==> src/rtl/instruction_encoder.sv <==
// RV32I instruction word assembler with address counter and small output FIFO.
// Optional immediate range/alignment checking is enabled by defining ENCODER_IMM_CHECK_EN.
module instruction_encoder #(
    parameter int          ADDR_WIDTH = 32,
    parameter logic [31:0] BASE_ADDR  = 32'h0000_0000,
    parameter int          FIFO_DEPTH = 2
) (
    input  logic                  clock,
    input  logic                  reset,
    input  logic                  restart,
    input  logic                  in_valid,
    output logic                  in_ready,
    input  logic [2:0]            in_fmt,
    input  logic [6:0]            in_opcode,
    input  logic [2:0]            in_funct3,
    input  logic [6:0]            in_funct7,
    input  logic [4:0]            in_rd,
    input  logic [4:0]            in_rs1,
    input  logic [4:0]            in_rs2,
    input  logic [31:0]           in_imm,
    output logic                  out_valid,
    input  logic                  out_ready,
    output logic [31:0]           out_inst,
    output logic [ADDR_WIDTH-1:0] out_addr,
    output logic                  err,
    output logic                  err_sticky
);

    localparam int PTR_W = (FIFO_DEPTH > 1) ? $clog2(FIFO_DEPTH) : 1;
    localparam int CNT_W = $clog2(FIFO_DEPTH + 1);
    localparam logic [ADDR_WIDTH-1:0] BASE_A    = ADDR_WIDTH'(BASE_ADDR);
    localparam logic [ADDR_WIDTH-1:0] ADDR_STEP = ADDR_WIDTH'(4);
    localparam logic [PTR_W-1:0]      LAST_PTR  = PTR_W'(FIFO_DEPTH - 1);
    localparam logic [CNT_W-1:0]      DEPTH_C   = CNT_W'(FIFO_DEPTH);

    function automatic logic [31:0] encode_word(
        input logic [2:0]  fmt,
        input logic [6:0]  op,
        input logic [2:0]  f3,
        input logic [6:0]  f7,
        input logic [4:0]  rd,
        input logic [4:0]  rs1,
        input logic [4:0]  rs2,
        input logic [31:0] imm
    );
        logic [31:0] w;
        case (fmt)
            3'd0:    w = {f7, rs2, rs1, f3, rd, op};
            3'd1:    w = {imm[11:0], rs1, f3, rd, op};
            3'd2:    w = {imm[11:5], rs2, rs1, f3, imm[4:0], op};
            3'd3:    w = {imm[12], imm[10:5], rs2, rs1, f3, imm[4:1], imm[11], op};
            3'd4:    w = {imm[31:12], rd, op};
            3'd5:    w = {imm[20], imm[10:1], imm[11], imm[19:12], rd, op};
            default: w = 32'h0000_0000;
        endcase
        return w;
    endfunction

    function automatic logic [PTR_W-1:0] next_ptr(input logic [PTR_W-1:0] p);
        return (p == LAST_PTR) ? {PTR_W{1'b0}} : p + PTR_W'(1);
    endfunction

`ifdef ENCODER_IMM_CHECK_EN
    function automatic logic imm_in_range(input logic [2:0] fmt, input logic [31:0] imm);
        logic ok;
        case (fmt)
            3'd1, 3'd2: ok = ($signed(imm) >= -32'sd2048) && ($signed(imm) <= 32'sd2047);
            3'd3:       ok = ($signed(imm) >= -32'sd4096) && ($signed(imm) <= 32'sd4094) && !imm[0];
            3'd4:       ok = (imm[11:0] == 12'h000);
            3'd5:       ok = ($signed(imm) >= -32'sd1048576) && ($signed(imm) <= 32'sd1048574) && !imm[0];
            default:    ok = 1'b1;
        endcase
        return ok;
    endfunction
`endif

    logic [31:0]           mem_inst_r [FIFO_DEPTH];
    logic [ADDR_WIDTH-1:0] mem_addr_r [FIFO_DEPTH];
    logic [PTR_W-1:0]      rd_ptr_r;
    logic [PTR_W-1:0]      wr_ptr_r;
    logic [CNT_W-1:0]      count_r;
    logic [CNT_W-1:0]      count_nxt_s;
    logic [ADDR_WIDTH-1:0] addr_r;
    logic                  out_valid_r;
    logic                  err_r;
    logic                  err_sticky_r;
    logic [31:0]           enc_s;
    logic                  fmt_ok_s;
    logic                  imm_ok_s;
    logic                  in_ready_s;
    logic                  accept_s;
    logic                  push_s;
    logic                  reject_s;
    logic                  pop_s;

    // Legality of the presented field set
    always_comb begin
        fmt_ok_s = (in_fmt <= 3'd5);
`ifdef ENCODER_IMM_CHECK_EN
        imm_ok_s = imm_in_range(in_fmt, in_imm);
`else
        imm_ok_s = 1'b1;
`endif
    end

    // Handshake decode and FIFO occupancy update
    always_comb begin
        enc_s      = encode_word(in_fmt, in_opcode, in_funct3, in_funct7, in_rd, in_rs1, in_rs2, in_imm);
        in_ready_s = (count_r < DEPTH_C) && !restart;
        accept_s   = in_valid && in_ready_s;
        push_s     = accept_s && fmt_ok_s && imm_ok_s;
        reject_s   = accept_s && !(fmt_ok_s && imm_ok_s);
        pop_s      = out_valid_r && out_ready && !restart;
        if (push_s && !pop_s) begin
            count_nxt_s = count_r + CNT_W'(1);
        end else if (pop_s && !push_s) begin
            count_nxt_s = count_r - CNT_W'(1);
        end else begin
            count_nxt_s = count_r;
        end
    end

    // FIFO storage, pointers, address counter and error flags; restart outranks traffic
    always_ff @(posedge clock or posedge reset) begin
        if (reset) begin
            for (int i = 0; i < FIFO_DEPTH; i++) begin
                mem_inst_r[i] <= 32'h0000_0000;
                mem_addr_r[i] <= BASE_A;
            end
            rd_ptr_r     <= {PTR_W{1'b0}};
            wr_ptr_r     <= {PTR_W{1'b0}};
            count_r      <= {CNT_W{1'b0}};
            addr_r       <= BASE_A;
            out_valid_r  <= 1'b0;
            err_r        <= 1'b0;
            err_sticky_r <= 1'b0;
        end else if (restart) begin
            rd_ptr_r     <= {PTR_W{1'b0}};
            wr_ptr_r     <= {PTR_W{1'b0}};
            count_r      <= {CNT_W{1'b0}};
            addr_r       <= BASE_A;
            out_valid_r  <= 1'b0;
            err_r        <= 1'b0;
            err_sticky_r <= 1'b0;
        end else begin
            if (push_s) begin
                mem_inst_r[wr_ptr_r] <= enc_s;
                mem_addr_r[wr_ptr_r] <= addr_r;
                wr_ptr_r             <= next_ptr(wr_ptr_r);
                addr_r               <= addr_r + ADDR_STEP;
            end
            if (pop_s) begin
                rd_ptr_r <= next_ptr(rd_ptr_r);
            end
            count_r     <= count_nxt_s;
            out_valid_r <= (count_nxt_s != {CNT_W{1'b0}});
            err_r       <= reject_s;
            if (reject_s) begin
                err_sticky_r <= 1'b1;
            end
        end
    end

    assign in_ready   = in_ready_s;
    assign out_valid  = out_valid_r;
    assign out_inst   = mem_inst_r[rd_ptr_r];
    assign out_addr   = mem_addr_r[rd_ptr_r];
    assign err        = err_r;
    assign err_sticky = err_sticky_r;

endmodule

==> config.mk <==
export PLATFORM = sky130hd
export DESIGN_NAME = instruction_encoder
export DESIGN_NICKNAME = d
export VERILOG_FILES = /design/src/rtl/instruction_encoder.sv
export SDC_FILE = /design/constraint.sdc
export NUM_CORES = 1
export LEC_CHECK = 0
export ABC_AREA = 0
export CORE_MARGIN = 5
export CORE_UTILIZATION = 53
export DETAILED_ROUTE_END_ITERATION = 8
export PLACE_DENSITY = 0.83
export SETUP_SLACK_MARGIN = 0.02
export SLEW_MARGIN = 20
export SYNTH_ARGS = -nofsm -noshare
export SYNTH_HDL_FRONTEND = slang
export SYNTH_SLANG_ARGS = --single-unit
==> constraint.sdc <==
create_clock -name clock -period 6.5 [get_ports clock]
set_input_delay 1.3 -clock clock [delete_from_list [all_inputs] [get_ports clock]]
set_output_delay 1.3 -clock clock [all_outputs]
set_load 0.01 [all_outputs]
==> results.cfg, run 1 <==
[run_status]
run_status = finished clean

[power_and_ir_drop]
clkPwrFrac_pct = 36.7
peakVddDrop_uv = 257
p_sw_uw = 795
swShare_pct = 26.4
pwr-share-comb_pct = 22.0
power_density_nw_per_um2 = 307
pwr-share-seq_pct = 41.3
p_int_uw = 2220
p_leak_uw = 0.00446

[setup_path]
rrSetupSlack_ns = 3.86
crit_chain = clkdlybuf4s50_1, nor2_1, clkdlybuf4s50_1
critPathBufInv = 2
crit_family = buffers and inverters
critPathLaunchType = input pin
reg2reg_depth = 4
arrival_ns = 2.88
slowest_stage = clkdlybuf4s50_1
path_class = input pin to primary output
crit_path_start = restart
worst_path_most_repeated_cell = clkdlybuf4s50_1
cp.required_ns = 5.20
critPathCaptureType = primary output
r2r_end = addr_r[29]
crit_fanout = 16
slowest_delay_ns = 0.72
r2r-start = count_r[1]

[min_path]
hold_class = flop to flop
hold_path_end = mem_addr_r[61]
hp-start = mem_addr_r[61]
min_path_cells = 2

[die]
dieArea_sq_um = 17000
initial_core_util_pct = 53.4
num_io_pins = 140
coreArea_sq_um = 14400
die_w_um = 130
die_y_um = 130
rows = 44

[clock_tree]
cts_tree = yes
cts_resized = 0
clk_path_buf_depth = 2
cts-buffers-inserted = 17
clkTransAtPathRegs_ns = 0.06
cts-root-buf = clkbuf_16
clock_sinks = 161
worstSkewPairLatency_ns = 0.43
cts_hold_buf = 0
cts-htree-levels = 4
post_cts_buffers = 0

[timing]
hold_viol = 0
slew_headroom_pct = 28.8
setup_viol = 0
rsz0062_at_grt = no
hold_ws_ns = 0.469
setup_tns_ns = 0
period_needed_ns = 4.18
fmax_ghz = 0.239
finClkSkew_ns = 0.0115
slew_viol_final = 0
min_period_over_period_pct = 64.4
worst_slew_pin_slew_ns = 1.07

[global_routing]
grt_pass1_vias = 5905
grt_overflow = 0
grt_pass1_wl_um = 30100
grt_max_degree = 117
grt_usage_pct = 22.4
antenna_found_initial = 0

[synthesis]
synthDistinctLibCells = 45
yosys-top-cells-area = dfrtp_1, mux2_2, nand2_1, o21ai_0, clkbuf_1
ys.flop_type = dfrtp_1
seq_area_frac_synth_pct = 52.5
synth_area_per_cell_sq_um = 10.4
synth.most_common_cell = nand2_1
ys_warn_count = 0
synthTopCellsByCount = nand2_1, dfrtp_1, mux2_2
synth_largest_area_cell = dfrtp_1
synthCells = 741
synth_top_area_share_pct = 52.5
yosys_register_bits = 161
synth_area_sq_um = 7680
synth_edf_count = 0
async_flop_share_pct = 100

[route]
wl_per_cell_um = 17.3
finalWirelength_um = 18200
ant_nets = 0
drc = 0
dr.first_iter.drc_count = 467
detail_route.vias_per_cell = 5.58
drt_pass1_iterations = 5
vias = 5858

[final_layout]
fin_cells = 1050
drive_gt1_share_pct = 18.1
post-route-util_pct = 68.2
nets = 927
area_growth_pct = 27.7
antenna_cells = 0

[place]
place.gp.congestion = 0.788
dp.cells = 1019
port-buffer-count = 137
dp_hpwl_um = 11800

[job]
cap_violations = 0
power groups by stage:
stage               logic, uW  clock network (uW)  registers (uW)
floorplan                 389                   0            1220
global placement          654                   0            1250
detailed placement        664                   0            1260
CTS                       672                1120            1240
global route              723                1160            1260
finish                    664                1110            1240
flip-flops by register name, indices dropped and copies added (netlist names):
register,count
out_valid,1
err_sticky,1
rd_ptr_r,1
mem_inst_r,64
mem_addr_r,60
err,1
addr_r,30
wr_ptr_r,1
count_r,2
logic make-up after synthesis:
group	synth area share, %
flops	52.5
compound gates	9.71
mux	18.0
fa+ha+maj	0.163
simple gates	15.5
other cells	0.0488
buf+inv	3.03
xor+xnor	1.03
layout by cell type, fill, tap and decap left out, types with 2 or more instances in the layout:
cell | Yosys | final
nor2b_1 | 12 | 12
and4_1 | 3 | 3
xnor2_1 | 4 | 4
nor2_1 | 20 | 20
nand3_1 | 13 | 12
inv_1 | 5 | 4
mux2_2 | 112 | 112
clkdlybuf4s50_1 | 0 | 137
mux2i_1 | 12 | 12
inv_6 | 0 | 3
bufinv_16 | 0 | 5
clkbuf_8 | 0 | 2
nand4_1 | 8 | 8
a22oi_1 | 12 | 12
nor4_1 | 10 | 10
or4_1 | 6 | 6
buf_4 | 2 | 6
o21ai_0 | 66 | 66
a22o_1 | 10 | 10
and2_1 | 2 | 2
clkinv_1 | 2 | 2
dfrtp_1 | 161 | 160
xor2_1 | 5 | 5
and2b_1 | 4 | 4
conb_1 | 1 | 2
o31ai_1 | 4 | 4
or3_1 | 7 | 6
nand2_1 | 171 | 171
clkbuf_16 | 0 | 17
a21oi_1 | 19 | 19
clkinv_2 | 0 | 2
o311ai_0 | 4 | 4
a21boi_0 | 2 | 2
o41ai_1 | 3 | 3
routing by layer:
layer / vias to the layer above / GRT usage, % / wire length (um)
met5: - / 0 / 0
met4: 0 / 6.47 / 239
met3: 19 / 4.58 / 835
met2: 141 / 36.2 / 9120
met1: 2887 / 30.9 / 7960
li1: 2811 / - / -
worst register-to-register path: cells and delay by family, from the launching register on:
family	cells	cell delay (ns)
muxes	1	0.37
DFF	1	0.46
and+or+nand+nor	3	1.70
worst max-delay path by stage:
stage,endpoint,cells past startpoint,slack [ns]
after floorplan,addr_r[10],1,0.85
after global placement,in_ready,3,2.30
after detailed placement,mem_addr_r[9],4,2.23
after CTS,in_ready,3,2.31
after global routing,in_ready,3,2.19
final,in_ready,3,2.32
layout make-up:
class	instances	area, sq um
clock inverter	12	203
fill	1083	4560
inverter	7	33.8
timing repair buffer	143	1420
multi-input combinational	524	3440
clock buffer	19	453
sequential	161	4030
tap	184	230
metrics by stage:
stage,area [sq um],setup WS (ns),power [uW]
CTS,9800,2.31,3030
detailed placement,9150,2.23,1920
floorplan,7680,0.852,1610
finish,9810,2.32,3010
global placement,9150,2.30,1910
global route,9810,2.19,3150
No activity file was read; power rests on OpenSTA's default activity.
==> run 2, diff against run 1 <==
==> constraint.sdc (replaced) <==
create_clock -name clock -period 4 [get_ports clock]
set_input_delay 0.8 -clock clock [delete_from_list [all_inputs] [get_ports clock]]
set_output_delay 0.8 -clock clock [all_outputs]
set_load 0.01 [all_outputs]
==> results.cfg, run 2 (synthesis results as in run 1) <==
[run_status]
run_status = finished clean

[timing]
fmax_ghz = 0.306
period_needed_ns = 3.27
min_period_over_period_pct = 81.7
worst_slew_pin_slew_ns = 0.713
slew_headroom_pct = 52.5
hold_viol = 0
slew_viol_final = 0
setup_tns_ns = 0
setup_viol = 0
finClkSkew_ns = 0.00945
worst_slack_ns = 0.733
rsz0062_at_grt = no

[route]
finalWirelength_um = 18800
ant_nets = 0
dr.first_iter.drc_count = 444
detail_route.vias_per_cell = 5.54
drc = 0
drt_pass1_iterations = 4
wl_per_cell_um = 17.7
vias = 5893

[setup_path]
slowest_stage = dfrtp_2
slowest_delay_ns = 0.60
crit_chain = buf_4, mux2_2, clkdlybuf4s50_1
critPathLaunchType = flop
crit_fanout = 32
cp.required_ns = 3.20
path_class = flop to primary output
arrival_ns = 2.47
critPathCaptureType = primary output

[final_layout]
nets = 940
largest_register_ffs = 64
top_regs = mem_inst_r x64, mem_addr_r x60, addr_r x30
mostFrequentLayoutCells = nand2_1, dfrtp_1, clkdlybuf4s50_1, mux2_2, o21ai_0
antenna_cells = 0
layout_commonest_cell = nand2_1
drive_gt1_share_pct = 19.0
post-route-util_pct = 69.0
largest_register = mem_inst_r
area_growth_pct = 29.1

[clock_tree]
cts-htree-levels = 4
cts_hold_buf = 0
clk_path_buf_depth = 2
cts-root-buf = clkbuf_16
clkTransAtPathRegs_ns = 0.06
cts_resized = 0
worstSkewPairLatency_ns = 0.43
cts-buffers-inserted = 17
cts_tree = yes
post_cts_buffers = 0
clock_sinks = 161

[power_and_ir_drop]
peakVddDrop_uv = 417
p_leak_uw = 0.00451
power_density_nw_per_um2 = 497

[die]
die_w_um = 130
initial_core_util_pct = 53.4
rows = 44
num_io_pins = 140
dieArea_sq_um = 17000
die_y_um = 130
coreArea_sq_um = 14400

[global_routing]
grt_pass1_wl_um = 31300
busiest_layer = met2
met3_usage_pct = 5.24
grt_usage_pct = 23.6
gr-usage-met2_pct = 38.6
grt_max_degree = 58
antenna_found_initial = 0
grt_pass1_vias = 6114
gr-usage-met1_pct = 31.3
grt_overflow = 0

[job]
cap_violations = 0

[place]
dp_hpwl_um = 12700
port-buffer-count = 137
dp_slack_ns = 0.713
place.gp.congestion = 0.808

[min_path]
hold_class = flop to flop
run 2: cell count changes in the layout (fill, tap and decap cells not counted), sizes merged:
| cell | previous run | this run |
|---|---|---|
| clkinv | 5 | 2 |
| clkinvlp | 1 | 3 |
| clkbuf | 19 | 24 |
| inv | 8 | 5 |
| buf | 6 | 19 |
run 2: layout make-up:
type	count	area [sq um]
Clock buffer	24	482
Clock inverter	8	174
Fill cell	1051	4460
Inverter	7	30.0
Multi-Input combinational cell	524	3440
Sequential cell	161	4030
Tap cell	184	230
Timing Repair Buffer	156	1530
run 2: critical path: cells and delay by family (launching register included):
family	cells	cell delay, ns
buffers and inverters	2	1.02
muxes	1	0.41
DFF	1	0.60
run 2: power by group:
group	total [uW]	leakage [uW]	internal (uW)	switching [uW]
sequential	2010	0.00218	1870	144
combinational	1120	0.00203	612	508
clock	1800	0.000311	1160	638
run 2: final timing paths:
check                          startpoint              to  slack, ns  cells after the start
max                              rd_ptr_r     out_addr[8]       0.73                      3
min in group asynchronous           reset   mem_addr_r[6]       0.95                      3
min reg2reg                mem_addr_r[43]  mem_addr_r[43]       0.47                      2
max in group asynchronous           reset  mem_inst_r[18]       2.54                      3
min                        mem_addr_r[43]  mem_addr_r[43]       0.47                      2
max reg2reg                     addr_r[9]      addr_r[27]       1.61                      4
run 2: layer usage:
metal	vias to the layer above	share of wire, %
met1	2881	44
met3	37	4.3
met4	0	2.3
li1	2836	-
met2	139	49
met5	-	0
run 2: metrics by stage:
stage	cell area (sq um)	total power [uW]	cells	hold WS, ns
floorplan	7680	2610	742	0.442
global placement	9260	3120	1032	0.454
detailed placement	9260	3150	1032	0.459
CTS	9910	4960	1064	0.474
global route	9910	5150	1064	0.494
finish	9910	4930	1064	0.467
